--- src/rtl/gate_stim_seq_if.sv ---
// Sequencer <-> bench/controller bundle: start/stop request, stimulus vector and status.
// Latency: none, wires only.
// Backpressure: none; the consumer must accept vec every cycle vec_valid is high.
interface gate_stim_seq_if #(
  parameter int N_IN = 2
);
  logic            start;
  logic            stop;
  logic [N_IN-1:0] vec;
  logic            vec_valid;
  logic            busy;
  logic            done;
`ifdef GATE_CHECK_EN
  logic            dut_y;
  logic [7:0]      err_cnt;
  logic            pass;

  modport master (
    input  start, stop, dut_y,
    output vec, vec_valid, busy, done, err_cnt, pass
  );
  modport slave (
    output start, stop, dut_y,
    input  vec, vec_valid, busy, done, err_cnt, pass
  );
`else
  modport master (
    input  start, stop,
    output vec, vec_valid, busy, done
  );
  modport slave (
    output start, stop,
    input  vec, vec_valid, busy, done
  );
`endif
endinterface

--- src/rtl/gate_stim_seq.sv ---
// Exhaustive ascending-order stimulus sweep for a small gate, each vector held HOLD cycles.
// Latency: registered outputs, one edge after start; done one edge after the last hold cycle.
// Backpressure: none; stop aborts a sweep. GATE_CHECK_EN adds the XNOR response checker.
module gate_stim_seq #(
  parameter int N_IN = 2,
  parameter int HOLD = 5
) (
  input logic           clk,
  input logic           rst_n,
  gate_stim_seq_if.master bus
);

  typedef enum logic [1:0] {IDLE, DRIVE, DONE} state_t;

  localparam int CW = (HOLD > 1) ? $clog2(HOLD) : 1;
  localparam logic [CW-1:0]   CNT_LAST = CW'(HOLD - 1);
  localparam logic [N_IN-1:0] VEC_LAST = {N_IN{1'b1}};

  state_t          state, state_n;
  logic [CW-1:0]   cnt, cnt_n;
  logic [N_IN-1:0] vec, vec_n;
  logic            vec_valid, vec_valid_n;
  logic            busy, busy_n;
  logic            done, done_n;
`ifdef GATE_CHECK_EN
  logic [7:0]      err_cnt, err_cnt_n;
  logic            pass, pass_n;
`endif

  // Next state and next registered outputs; all outputs default to their idle values.
  always_comb begin
    state_n     = state;
    cnt_n       = cnt;
    vec_n       = vec;
    vec_valid_n = 1'b0;
    busy_n      = 1'b0;
    done_n      = 1'b0;
`ifdef GATE_CHECK_EN
    err_cnt_n   = err_cnt;
    pass_n      = pass;
`endif
    case (state)
      IDLE: begin
        // stop overrides a simultaneous start
        if (bus.start && !bus.stop) begin
          state_n     = DRIVE;
          cnt_n       = '0;
          vec_n       = '0;
          vec_valid_n = 1'b1;
          busy_n      = 1'b1;
`ifdef GATE_CHECK_EN
          err_cnt_n   = 8'd0;
          pass_n      = 1'b0;
`endif
        end
      end
      DRIVE: begin
        if (bus.stop) begin
          state_n = IDLE;
          cnt_n   = '0;
          vec_n   = '0;
        end else begin
          vec_valid_n = 1'b1;
          busy_n      = 1'b1;
          if (cnt == CNT_LAST) begin
`ifdef GATE_CHECK_EN
            // Sample the gate on the last hold cycle so it has settled.
            if ((bus.dut_y != (~^vec)) && (err_cnt != 8'hFF))
              err_cnt_n = err_cnt + 8'd1;
`endif
            cnt_n = '0;
            if (vec == VEC_LAST) begin
              // Terminal vector: no wrap, the sweep finishes here.
              state_n     = DONE;
              vec_n       = '0;
              vec_valid_n = 1'b0;
              busy_n      = 1'b0;
              done_n      = 1'b1;
`ifdef GATE_CHECK_EN
              pass_n      = (err_cnt_n == 8'd0);
`endif
            end else begin
              vec_n = vec + 1'b1;
            end
          end else begin
            cnt_n = cnt + 1'b1;
          end
        end
      end
      DONE: begin
        // start here is ignored; it has to be held into IDLE
        state_n = IDLE;
      end
      default: begin
        state_n = IDLE;
        cnt_n   = '0;
        vec_n   = '0;
      end
    endcase
  end

  // State and output registers, cleared asynchronously.
  always_ff @(posedge clk or negedge rst_n) begin
    if (!rst_n) begin
      state     <= IDLE;
      cnt       <= '0;
      vec       <= '0;
      vec_valid <= 1'b0;
      busy      <= 1'b0;
      done      <= 1'b0;
`ifdef GATE_CHECK_EN
      err_cnt   <= 8'd0;
      pass      <= 1'b0;
`endif
    end else begin
      state     <= state_n;
      cnt       <= cnt_n;
      vec       <= vec_n;
      vec_valid <= vec_valid_n;
      busy      <= busy_n;
      done      <= done_n;
`ifdef GATE_CHECK_EN
      err_cnt   <= err_cnt_n;
      pass      <= pass_n;
`endif
    end
  end

  assign bus.vec       = vec;
  assign bus.vec_valid = vec_valid;
  assign bus.busy      = busy;
  assign bus.done      = done;
`ifdef GATE_CHECK_EN
  assign bus.err_cnt   = err_cnt;
  assign bus.pass      = pass;
`endif

endmodule
--- src/flat_wrapper.sv ---
// flat-port wrapper written by rule: the top's interface ports become plain ports
module gate_stim_seq_flat 
#(
  parameter int N_IN = 2,
  parameter int HOLD = 5
)
  (clk, rst_n, bus_start, bus_stop, bus_vec, bus_vec_valid, bus_busy, bus_done);
  gate_stim_seq_if #(.N_IN(N_IN)) bus_i ();
  input logic clk;
  input logic rst_n;
  input wire logic [$bits(bus_i.start)-1:0] bus_start;
  input wire logic [$bits(bus_i.stop)-1:0] bus_stop;
  output wire logic [$bits(bus_i.vec)-1:0] bus_vec;
  output wire logic [$bits(bus_i.vec_valid)-1:0] bus_vec_valid;
  output wire logic [$bits(bus_i.busy)-1:0] bus_busy;
  output wire logic [$bits(bus_i.done)-1:0] bus_done;
  assign bus_i.start = bus_start;
  assign bus_i.stop = bus_stop;
  assign bus_vec = bus_i.vec;
  assign bus_vec_valid = bus_i.vec_valid;
  assign bus_busy = bus_i.busy;
  assign bus_done = bus_i.done;
  gate_stim_seq #(.N_IN(N_IN), .HOLD(HOLD)) u_core (.clk(clk), .rst_n(rst_n), .bus(bus_i));
endmodule
--- config.mk ---
export PLATFORM = sky130hd
export DESIGN_NAME = gate_stim_seq_flat
export DESIGN_NICKNAME = d
export VERILOG_FILES = /design/src/rtl/gate_stim_seq_if.sv /design/src/rtl/gate_stim_seq.sv /design/src/flat_wrapper.sv
export SDC_FILE = /design/constraint.sdc
export NUM_CORES = 1
export LEC_CHECK = 0
export BUFFER_PORTS_ARGS = -buffer_cell sky130_fd_sc_hd__buf_2
export CAP_MARGIN = 15
export CORE_AREA = 2 2 39 41
export DETAILED_ROUTE_END_ITERATION = 8
export DIE_AREA = 0 0 41 43
export PLACE_DENSITY = 0.59
export SYNTH_ARGS = -nofsm -noshare
export SYNTH_HDL_FRONTEND = slang
export SYNTH_SLANG_ARGS = --single-unit
--- constraint.sdc ---
create_clock -name clk -period 1.25 [get_ports clk]
set_input_delay 0 -clock clk [delete_from_list [all_inputs] [get_ports clk]]
set_output_delay 0 -clock clk [all_outputs]
set_load 0.1 [all_outputs]
==> metrics.txt <==
run status=complete, no violations; Area growth syn-to-layout=56.9%; Die Y=43 microns; sequential area share after synthesis=0.497; critical path fanouts, max=4; Max clock buf depth=2; ranking of synthesized cells by area=dfrtp_1 50%, ha_1 8.3%, and3_1 6.9%; FMAX=804 MHz; CTS buffer count=3; layout cells sized above 1=0.661; final setup violation count=0; CTS tree=done; FF+latch area=234 sq um; Synthesis Warnings=0; DR vias=374; row count=14; Core Area=0.00138 sq mm; clock power share=0.315; Power Internal=0.496 mW; Root Buffer=clkbuf_4; Slew headroom=0.680; VDD IR max=0.530 mV; Vias/cell=4.99; Final min period=1240 ps; grt ovf=0; GPL Wtd Cong=0.718; worst slack, placed=-29.5 ps; total power=0.704 mW; Synth Net Count=45; Final ANT Viol Nets=0; max-capacitance violation count=0; startpoint types=flip-flop; Iter 0 DRT Violations=2; H-tree depth=1; Final Hold Viols=0; number of synthesized register bits=9; Crit path required time=1390 ps; HP Start=bus_stop; pwr/cell area=991 mW/mm^2; Hold Path End=u_core.bus.vec_valid; Mapped Area=453 sq um; Routed Wire Length=984 microns; Nets=67; IO Pins=9; Initial Utilization=0.327; Synth cell types=20; unrepaired setup endpoints after global routing=yes; Total GRT Usage=0.148; clk_lat worst skew=260 ps; flop-to-flop setup slack=7 ps; antenna violations before repair=0; syn avg cell area=11.9 sq um; Hold Crit Class=primary input to flip-flop; Sw Ratio=0.296; reg-to-reg endpoint=u_core.bus.vec[1]; combinational share of power=0.240; Cell Count, Final, Fillers Out=75; area of the multi-input gates=302 sq um; ant diodes=0; final instance area=711 sq um; die width=41 microns; sequential share of power=0.445; DP HPWL=721 microns; Setup TNS=0 ps; cell count after synthesis=38; Filler Cell Count=137; Die ar.=0.00176 sq mm; Worst Tran Pin Value=484 ps; Clock transition at path regs=60 ps; Static Leakage=0.350 nW; area share of the largest cell type after synthesis=0.497; first-pass GRT wire length=1680 microns; dpl cell area=592 sq um; worst setup margin=6.55 ps; Slew Viols, Final=0; cell taking the most area after synthesis=dfrtp_1; crit path capture type=flip-flop; Worst Path Arrival=1380 ps; largest net degree at the start of global routing=10; Cell Count Post-Placement=69; clock sink count=9; PortBufs=8; period utilisation layout=0.995; Hold Crit Depth=4; Avg WL per Cell=13.1 microns; WS Path Type=flip-flop to flip-flop; final clock skew=7.88 ps; FF-to-FF Start=u_core.bus.vec[1]; vias in the first global route=391; P_sw=0.209 mW; DRT Pass-1 Iters=2; drt drc=0; Reg2Reg Depth=3
what timing repair did:
item	CTS	global route
endpoints found under the hold margin	9	0
hold buffers	1	0
pin swaps	3	3
resized for setup	4	11
setup endpoints to repair	3	4
buffers inserted	0	1
cloned	0	0
logic make-up after synthesis:
family,count (synthesis),share of synthesized area
compound gates,9,0.146
simple gates,14,0.240
flops,9,0.497
buf+inv,3,0.0332
fa+ha+maj,3,0.0829
stage by stage:
stage / hold slack, ps / utilization
5_1_grt: 122 / 0.514
3_3_place_gp: -137 / 0.428
2_1_floorplan: -296 / -
6_report: 79.8 / 0.514
3_5_place_dp: -136 / 0.428
4_1_cts: 83.5 / 0.467
sequential cells by signal, indices dropped and copies added (netlist names):
signal                flops
u_core.bus.vec            2
u_core.cnt                3
u_core.bus.done           1
u_core.bus.vec_valid      1
u_core.state              2
layer usage:
metal	share of wire	routed length (microns)	track usage	vias up
li1	-	-	-	184
met1	0.44	429	0.174	177
met2	0.48	472	0.216	13
met3	0.084	83	0.0942	0
met4	0	0	0.0400	0
met5	0	0	0	-
power groups by stage:
stage / Combinational [mW] / Sequential [mW] / Clock [mW]
after floorplan: 0.0629 / 0.338 / 0
after global placement: 0.135 / 0.316 / 0
after detailed placement: 0.138 / 0.317 / 0
after CTS: 0.145 / 0.312 / 0.232
after global routing: 0.183 / 0.315 / 0.247
final: 0.169 / 0.314 / 0.222
layout make-up:
class                      count  area share
multi-input combinational     26       0.424
sequential                     9       0.329
timing repair buffer          18       0.171
clock buffer                   4      0.0370
tap                           16      0.0282
inverter                       2      0.0106
Yosys cell counts:
cell	n
dfrtp_1	9
nor4b_2	1
nor3_1	1
inv_1	2
a21oi_1	1
a31oi_1	2
nor3b_1	1
nor2_1	1
nor3b_2	1
a32o_1	1
buf_4	1
nor4_2	1
or3b_4	1
a211o_1	3
nand2_1	1
o21ai_0	1
and3_1	5
and2_1	1
a21o_1	1
ha_1	3
layout by cell type (no fill, tap or decap):
cell type      count
a211o_1            3
a32o_1             1
nor4b_4            1
a21o_1             1
and3_1             3
and3_4             2
nor2_2             1
buf_2              8
nor3_2             1
nand2_4            1
buf_6              1
buf_4              8
dlygate4sd3_1      1
clkbuf_4           3
dfrtp_2            1
or3b_4             1
clkbuf_1           1
ha_4               3
dfrtp_1            6
a31oi_1            2
o21ai_0            1
nor4_4             1
inv_2              2
nor3b_2            2
dfrtp_4            2
a21oi_2            1
and2_1             1
how the worst max path moves through the flow:
stage | endpoint | depth (start not counted) | from | slack [ps]
2_1_floorplan | u_core.bus.vec[1] | 3 | u_core.bus.vec[1] | -100
3_3_place_gp | u_core.bus.vec[0] | 3 | u_core.state[1] | -10
3_5_place_dp | u_core.bus.vec[0] | 3 | u_core.state[1] | -30
4_1_cts | u_core.bus.vec[1] | 5 | u_core.cnt[1] | -30
5_1_grt | u_core.cnt[2] | 4 | u_core.cnt[0] | -30
6_report | u_core.bus.vec[1] | 3 | u_core.bus.vec[1] | 7
worst max-delay path, stage by stage, from the launching register on:
cell and delay [ps]:
dfrtp_4 500, ha_4 240, and3_4 170, a211o_1 220
Note: power is estimated with default switching activity, not from simulation.
